==> config.mk <==
export PLATFORM = sky130hd
export DESIGN_NAME = agc_rms_sched
export DESIGN_NICKNAME = d
export VERILOG_FILES = /design/src/rtl/agc_rms_sched.sv
export SDC_FILE = /design/constraint.sdc
export NUM_CORES = 1
export LEC_CHECK = 0
export BUFFER_PORTS_ARGS = -buffer_cell sky130_fd_sc_hd__buf_2
export CORE_ASPECT_RATIO = 0.7
export CORE_UTILIZATION = 45
export DETAILED_ROUTE_END_ITERATION = 6
export HOLD_SLACK_MARGIN = 0.08
export MAX_ROUTING_LAYER = met4
export PLACE_DENSITY = 0.66
export SLEW_MARGIN = 40
export SYNTH_ARGS = -nofsm -noshare
export SYNTH_HDL_FRONTEND = slang
export SYNTH_SLANG_ARGS = --single-unit
==> constraint.sdc <==
create_clock -name clk_i -period 2.47 [get_ports clk_i]
set_input_delay 0 -clock clk_i [delete_from_list [all_inputs] [get_ports clk_i]]
set_output_delay 0 -clock clk_i [all_outputs]
set_load 0.005 [all_outputs]
==> src/rtl/agc_rms_sched.sv <==
// AGC RMS sequencer: pulses the mux LFSR sync, waits out the mux pipeline, then accumulates
// sum and sum-of-squares of |sample| for a latched number of clocks and holds the result until ack.
module agc_rms_sched #(
    parameter int CNT_W      = 24,
    parameter int IN_LATENCY = 2
) (
    input  logic               clk_i,
    input  logic               rst_n_i,
    input  logic               start_i,
    input  logic               stop_i,
    input  logic               cont_i,
    input  logic [CNT_W-1:0]   period_i,
    input  logic [3:0]         samp_i,
    output logic               sync_o,
    output logic               lfsr_rst_o,
    output logic               busy_o,
    output logic               valid_o,
    input  logic               ack_i,
    output logic [CNT_W+3:0]   sum_o,
    output logic [CNT_W+7:0]   sqsum_o
);

    // state | meaning
    // IDLE  | waiting for start_i
    // SYNC  | one-cycle sync pulse to the mux, accumulators cleared
    // FLUSH | IN_LATENCY cycles of mux pipeline, samples discarded
    // ACCUM | latched-period cycles of accumulation
    // DONE  | result presented, waiting for ack_i
    typedef enum logic [2:0] {
        S_IDLE,
        S_SYNC,
        S_FLUSH,
        S_ACCUM,
        S_DONE
    } state_t;

    localparam logic [CNT_W-1:0] FLUSH_LD = CNT_W'(IN_LATENCY - 1);
    localparam logic [CNT_W-1:0] ONE      = CNT_W'(1);

    state_t             state_q, state_d;
    logic [CNT_W-1:0]   cnt_q, cnt_d;
    logic [CNT_W-1:0]   period_q, period_d;
    logic [CNT_W+3:0]   acc_sum_q, acc_sum_d;
    logic [CNT_W+7:0]   acc_sq_q, acc_sq_d;
    logic [CNT_W+3:0]   sum_q, sum_d;
    logic [CNT_W+7:0]   sq_q, sq_d;
    logic               lfsr_rst_q;

    logic [7:0]         samp_sq;
    logic [CNT_W+3:0]   samp_ext;
    logic [CNT_W+7:0]   samp_sq_ext;

    assign samp_sq     = {4'b0000, samp_i} * {4'b0000, samp_i};
    assign samp_ext    = {{CNT_W{1'b0}}, samp_i};
    assign samp_sq_ext = {{CNT_W{1'b0}}, samp_sq};

    always_ff @(posedge clk_i) begin
        lfsr_rst_q <= ~rst_n_i;
        if (!rst_n_i) begin
            state_q   <= S_IDLE;
            cnt_q     <= '0;
            period_q  <= '0;
            acc_sum_q <= '0;
            acc_sq_q  <= '0;
            sum_q     <= '0;
            sq_q      <= '0;
        end else begin
            state_q   <= state_d;
            cnt_q     <= cnt_d;
            period_q  <= period_d;
            acc_sum_q <= acc_sum_d;
            acc_sq_q  <= acc_sq_d;
            sum_q     <= sum_d;
            sq_q      <= sq_d;
        end
    end

    always_comb begin
        state_d   = state_q;
        cnt_d     = cnt_q;
        period_d  = period_q;
        acc_sum_d = acc_sum_q;
        acc_sq_d  = acc_sq_q;
        sum_d     = sum_q;
        sq_d      = sq_q;
        case (state_q)
            S_IDLE: begin
                if (start_i && !stop_i && (period_i != '0)) begin
                    state_d  = S_SYNC;
                    period_d = period_i;
                end
            end
            S_SYNC: begin
                acc_sum_d = '0;
                acc_sq_d  = '0;
                cnt_d     = FLUSH_LD;
                state_d   = stop_i ? S_IDLE : S_FLUSH;
            end
            S_FLUSH: begin
                if (stop_i) begin
                    state_d = S_IDLE;
                end else if (cnt_q == '0) begin
                    state_d = S_ACCUM;
                    cnt_d   = period_q - ONE;
                end else begin
                    cnt_d = cnt_q - ONE;
                end
            end
            S_ACCUM: begin
                if (stop_i) begin
                    state_d = S_IDLE;
                end else begin
                    acc_sum_d = acc_sum_q + samp_ext;
                    acc_sq_d  = acc_sq_q + samp_sq_ext;
                    if (cnt_q == '0) begin
                        state_d = S_DONE;
                        sum_d   = acc_sum_d;
                        sq_d    = acc_sq_d;
                    end else begin
                        cnt_d = cnt_q - ONE;
                    end
                end
            end
            S_DONE: begin
                if (ack_i) begin
                    if (cont_i && (period_i != '0)) begin
                        state_d  = S_SYNC;
                        period_d = period_i;
                    end else begin
                        state_d = S_IDLE;
                    end
                end
            end
            default: state_d = S_IDLE;
        endcase
    end

    assign sync_o     = (state_q == S_SYNC);
    assign busy_o     = (state_q == S_SYNC) || (state_q == S_FLUSH) || (state_q == S_ACCUM);
    assign valid_o    = (state_q == S_DONE);
    assign lfsr_rst_o = lfsr_rst_q;
    assign sum_o      = sum_q;
    assign sqsum_o    = sq_q;

endmodule
==> impl_metrics.tcl, run 1 <==
set metrics [dict create \
    io_buffers 97 \
    drive_above_1_share_pct 22.16 \
    cts_made_buffers 17 \
    crit_buf_inv 3 \
    hold_path.class "input port to flop" \
    die_y_um 121.4 \
    syn_area_per_cell_sq_um 8.118 \
    seq_area_sq_um 3448 \
    yosys_warnings 0 \
    avgRoutedWirePerCell_um 17.74 \
    synth_commonest_cells "172 x dfxtp_1, 108 x nand2_1, 104 x a21oi_1" \
    holdCritStartpoint "samp_i[0]" \
    cp.required_ps 2820 \
    timing.final.crit_share_pct 105.9 \
    rrSetupSlack_ps -150 \
    synthCells 1128 \
    setup_viol 29 \
    crit_end "acc_sq_q[19]" \
    synthArstFlopShare_pct 0 \
    first_pass_iters 5 \
    placed_cells 1503 \
    start_util_pct 46.13 \
    fin_skew_ps 8.305 \
    clk_latency_ps 430 \
    grt_max_degree 63 \
    yosys.area.top_type "dfxtp_1" \
    cp-start-kind "flop" \
    syn_area_sq_um 9158 \
    cts_htree_levels 4 \
    worst_pin_slew_ps 630.1 \
    drv_slew 0 \
    startpoint "acc_sq_q[5]" \
    place_hpwl_mm 19.28 \
    yosysSeqAreaShare_pct 37.60 \
    first_iter_violations 869 \
    layout.nets 1348 \
    peakVddDrop_mv 0.3614 \
    crit_fanout 5 \
    critical-path-top-delay-family "simple AND/OR/NAND/NOR gates" \
    crit_path_frequent_cell "inv_2" \
    clock_path_buffers 2 \
    rr_startpoint "acc_sq_q[5]" \
    synth_seq_cells 172 \
    grt_overflow 0 \
    grt_pass1_wl_mm 44.71 \
    multi_input_area_sq_um 5593 \
    grt_use_total_pct 27.74 \
    antenna_found_initial 1 \
    yosysUniqueCellTypes 75 \
    cts_root_buf "clkbuf_16" \
    p_per_area_nw_per_um2 613.0 \
    status "complete, but fails checks" \
    synth_edf_count 0 \
    rr_worst_depth 11 \
    post-route-util_pct 58.51 \
    worst_slack_ps -146.9 \
    rsz0062_at_grt "yes" \
    fillers 1770 \
    yosys.area.top_type_share_pct 37.60 \
    core_area_sq_um 19850 \
    slew_headroom_pct 58.00 \
    syn2layout_area_growth_pct 26.85 \
    fin_crit_ps 2617 \
    dieWidth_um 172.5 \
    r2r-end "acc_sq_q[19]" \
    critPathMaxStageDelay_ps 550 \
    syn_nets 1185 \
    hold_violations 0 \
    grt_pass1_vias 8298 \
    cts_tree "done" \
    die-area_sq_um 20930 \
    max_cap_viol_count 0 \
    wirelength_mm 27.92 \
    remaining_drc_errors 0 \
    leakagePower_nw 4.776 \
    place_congestion 0.8925 \
    yosys.cell_count.top_type "dfxtp_1" \
    arrival_ps 2960 \
    cts.clk_slew.worst_paths_ps 70 \
    yosys-top-cells-area "dfxtp_1 38%, a21oi_1 5.7%, o21ai_0 4.9%, nand2_1 4.4%, nor2_1 4.2%" \
    crit_type "flop to flop" \
    synthFlopType "dfxtp_1" \
    pin_count 98 \
    detail-route-antenna-nets 0 \
    min_delay_path_depth 5 \
    rows 43 \
    fmax_mhz 382.1 \
    dr_total_vias 9110 \
    crit_path_top_delay_cell "fa_1" \
    cp_num_cells 11 \
    violations "negative setup slack" \
    end_kind "flop" \
    n_antenna_cell 0 \
    viasPerCell 5.788 \
    fin_cells 1574 \
    path_cells "inv_2 -> fa_1 -> inv_2 -> ha_4 -> nand2_2 -> nor3b_2 -> nor3_2 -> buf_4 -> or2_4 -> or3_1 -> o21ai_0" \
    cts.sinks 172 \
]
placed cells by master (no fill, tap or decap), types with 13 or more instances in the layout:
cell / n
inv_1: 28
dlygate4sd3_1: 29
nor2_1: 101
ha_1: 16
buf_4: 78
a21oi_1: 98
dfxtp_1: 168
mux2i_1: 25
a21o_1: 13
nand4_1: 19
clkbuf_16: 17
nor4_1: 15
or3_1: 17
buf_2: 97
nor3_1: 26
nand2_1: 106
and3_1: 19
xor2_1: 31
xnor2_1: 40
nand3_1: 33
a31oi_1: 18
o21ai_0: 82
a211oi_1: 17
worst min-delay path by stage:
stage	slack, ps	end
4_1_cts	180	sqsum_o[0]
3_5_place_dp	260	period_q[20]
5_1_grt	240	sum_o[0]
6_report	210	sqsum_o[0]
2_1_floorplan	80	state_q[1]
3_3_place_gp	250	period_q[20]
metrics by stage:
stage	setup slack (ps)	total power, W	setup TNS [ps]	area (sq um)	hold WS (ps)
after floorplan	-54.03	0.003709	-151.7	9198	83.06
after global placement	-277.1	0.004145	-4543	10320	245.4
after detailed placement	-360.7	0.004148	-7542	10330	257.0
after CTS	-133.0	0.007096	-1113	11510	182.7
after global routing	-226.4	0.007375	-5897	11620	237.9
final	-146.9	0.007120	-1852	11620	210.3
worst reg2reg max path, delay by kind of cell (launching register included):
kind / cells / cell delay [ps]
flops: 1 / 350
compound gates: 1 / 90
fa+ha+maj: 2 / 830
simple gates: 5 / 1020
buf+inv: 3 / 250
report_power, final:
group	internal, W	total (W)	switching [W]
sequential	0.00282	0.00286	0.0000470
clock	0.00173	0.00293	0.00119
combinational	0.000522	0.00133	0.000808
total	0.00507	0.00712	0.00205
layout make-up:
type                       instances  share of cell area [%]
timing repair buffer             212                   12.72
inverter                          34                   1.099
tap                              270                   2.908
clock inverter                    13                   1.626
multi-input combinational        854                   48.15
clock buffer                      19                   3.813
sequential                       172                   29.69
routing by layer:
layer / share of wire (%) / up-vias / wire, um / global-route usage, %
li1: - / 4387 / - / -
met1: 51 / 4314 / 14290 / 41.75
met2: 40 / 381 / 11110 / 37.75
met3: 8.0 / 28 / 2227 / 4.543
met4: 1.0 / 0 / 286 / 6.808
met5: 0 / - / 0 / -
cells by family (layout without fill, tap and decap cells):
| group | Yosys count | after routing | share of synthesized area [%] |
|---|---|---|---|
| AO/OA/AOI/OAI | 319 | 319 | 21.04 |
| AND/OR/NAND/NOR | 413 | 413 | 23.31 |
| flip-flops | 172 | 172 | 37.60 |
| multiplexers | 25 | 25 | 2.733 |
| XOR/XNOR | 74 | 74 | 7.077 |
| buffers and inverters | 102 | 278 | 4.768 |
| adder cells (fa/ha/maj) | 23 | 23 | 3.470 |
flip-flops by register name, indices dropped and copies added, names as in the netlist:
signal,flops
acc_sq_q,32
acc_sum_q,28
cnt_q,24
lfsr_rst_o,1
period_q,24
sqsum_o,32
state_q,3
sum_o,28
repair_timing:
item | CTS | global route
hold buffers | 29 | 0
buffers inserted | 8 | 3
setup endpoints to repair | 48 | 50
endpoints found under the hold margin | 32 | 0
gates resized for setup | 44 | 25
pin swaps | 32 | 27
(Power assumes the default switching activity.)
==> run 2: changes to the inputs <==
- CORE_UTILIZATION: 45 -> 40
- PLACE_DENSITY: 0.66 -> default
==> run 2 against run 1 <==
Net effect:
- highest routed layer unchanged
- core utilization down 5.6 points
- largest power group unchanged
- clock-buffer cell count down 1
- sequential power about the same
- via count is 1.2% lower
- largest cell class unchanged
- clock skew increased by 3.0 ps
- global-route usage fell by 2.5 points
- critical path type unchanged
- register-to-register slack improved by 20 ps
- clock power decreased by 2%
- the flow still finishes with violations (negative setup slack)
==> impl_metrics.tcl, run 2 (same netlist as run 1, synthesis figures left out) <==
set metrics [dict create \
    rows 45 \
    leakagePower_nw 4.806 \
    grt_use_total_pct 25.21 \
    setup_viol 30 \
    cts_root_buf "clkbuf_16" \
    critPathMaxStageDelay_ps 400 \
    grt_max_degree 49 \
    hold_slack_ps 100.2 \
    die_y_um 128.6 \
    arrival_ps 2930 \
    placed_area_sq_um 10350 \
    dr_total_vias 9001 \
    fin_area_sq_um 11680 \
    grt_pass1_wl_mm 44.88 \
    cts_made_buffers 17 \
    fillers 2071 \
    clk_latency_ps 440 \
    core_area_sq_um 22070 \
    clkPwrFrac_pct 40.5 \
    syn2layout_area_growth_pct 27.52 \
    mostFrequentLayoutCells "170 x dfxtp_1, 106 x nand2_1, 101 x nor2_1, 99 x a21oi_1, 97 x buf_2" \
    hold_path.class "input port to flop" \
    place_congestion 0.9868 \
    status "complete, but fails checks" \
    crit_fanout 6 \
    grt_overflow 0 \
    timing.final.crit_share_pct 105.3 \
    p_per_area_nw_per_um2 609.7 \
    avgRoutedWirePerCell_um 17.87 \
    violations "negative setup slack" \
    total_power_w 0.007120 \
    cp.required_ps 2800 \
    io_buffers 97 \
    path_cells "inv_2 -> fa_1 -> inv_1 -> ha_1 -> a21oi_1 -> a2bb2oi_2 -> o21a_4 -> buf_4 -> nor3_4 -> nor3b_2 -> a21o_1" \
    detail-route-antenna-nets 0 \
    first_pass_iters 5 \
    die-area_sq_um 23510 \
    final_common_cell "dfxtp_1" \
    n_antenna_cell 0 \
    place_hpwl_mm 20.02 \
    crit_type "flop to flop" \
    p_sw_share_pct 29.74 \
    clock_path_buffers 2 \
    pin_count 98 \
    layout.nets 1346 \
    internal_power_w 0.005002 \
    peakVddDrop_mv 0.4964 \
    end_kind "flop" \
    drive_above_1_share_pct 22.35 \
    hold_violations 0 \
    wirelength_mm 28.72 \
    remaining_drc_errors 0 \
    fin_crit_ps 2600 \
    max_cap_viol_count 0 \
    rsz0062_at_grt "yes" \
    start_util_pct 41.49 \
    dieWidth_um 182.8 \
    switchingPower_w 0.002118 \
    worst_pin_slew_ps 632.2 \
    drv_slew 0 \
    cts_htree_levels 4 \
    p_seq_share_pct 40.3 \
    fmax_mhz 384.6 \
    slew_headroom_pct 57.69 \
    cts.sinks 172 \
    cts.clk_slew.worst_paths_ps 70 \
    fin_skew_ps 11.27 \
    cts_tree "done" \
    first_iter_violations 751 \
    viasPerCell 5.601 \
    crit_path_top_delay_cell "fa_1" \
    cp-start-kind "flop" \
    antenna_found_initial 0 \
    combPwrFrac_pct 19.2 \
    worst_slack_ps -130.1 \
    grt_pass1_vias 8170 \
]
## run 2: changes by cell type in the layout (fill, tap and decap cells not counted), sizes merged
cell,change
clkbuf,-1
dlygate4sd3,-1
buf,-1
bufinv,-1
inv,+2
clkinv,+2
clkinvlp,-2
## run 2: through the flow
| stage | TNS [ps] | util [%] | cells | setup WS (ps) |
|---|---|---|---|---|
| 2_1_floorplan | -151.7 | - | 1128 | -54.03 |
| 3_3_place_gp | -4199 | 46.91 | 1538 | -238.4 |
| 3_5_place_dp | -5882 | 46.91 | 1538 | -321.6 |
| 4_1_cts | -805.6 | 51.79 | 1601 | -117.7 |
| 5_1_grt | -4994 | 52.91 | 1607 | -201.6 |
| 6_report | -1697 | 52.91 | 1607 | -130.1 |
## run 2: timing repair
| action | in CTS | in global routing |
|---|---|---|
| hold buffers | 28 | 0 |
| pin swaps | 22 | 42 |
| cloned | 0 | 1 |
| hold endpoints to repair | 29 | 0 |
| setup endpoints to repair | 47 | 51 |
| setup buffers | 3 | 7 |
| resized for setup | 33 | 52 |
## run 2: final timing paths
kind	start	endpoint	slack (ps)	depth (start not counted)
min	ack_i	state_q[2]	100	5
min reg2reg	sum_o[0]	sum_o[0]	450	2
max reg2reg	acc_sq_q[5]	acc_sq_q[18]	-130	11
max	acc_sq_q[5]	acc_sq_q[18]	-130	11
## run 2: power by group through the flow
stage | sequential, W | combinational (W) | clock (W)
CTS | 0.00287 | 0.00131 | 0.00293
detailed placement | 0.00293 | 0.00125 | 0
global route | 0.00287 | 0.00148 | 0.00306
finish | 0.00287 | 0.00137 | 0.00288
floorplan | 0.00292 | 0.000794 | 0
global placement | 0.00293 | 0.00125 | 0
## run 2: area by class of cell
type	count	area [sq um]	share of cell area (%)
clock buffers	18	439.2	3.761
clock inverters	14	183.9	1.575
inverters	34	127.6	1.093
multi-input cells	854	5652	48.40
flip-flops and latches	172	3446	29.51
well taps	305	381.6	3.268
repair buffers	210	1448	12.40
## run 2: routing by layer
layer  up-vias  wire length (um)  global-route usage, %
met4         0               334                  5.833
met2       313             11100                  31.54
met1      4277             15210                  39.64
met3        30              2072                  5.067
li1       4381                 -                      -
met5         -                 0                      -
## run 2: worst max-delay path, delay by kind of cell (launching register included)
| kind | cells | cell delay (ps) |
|---|---|---|
| and+or+nand+nor | 2 | 200 |
| adders and majority gates | 2 | 700 |
| DFF | 1 | 330 |
| buffers and inverters | 3 | 280 |
| AOI/OAI and AO/OA | 4 | 980 |
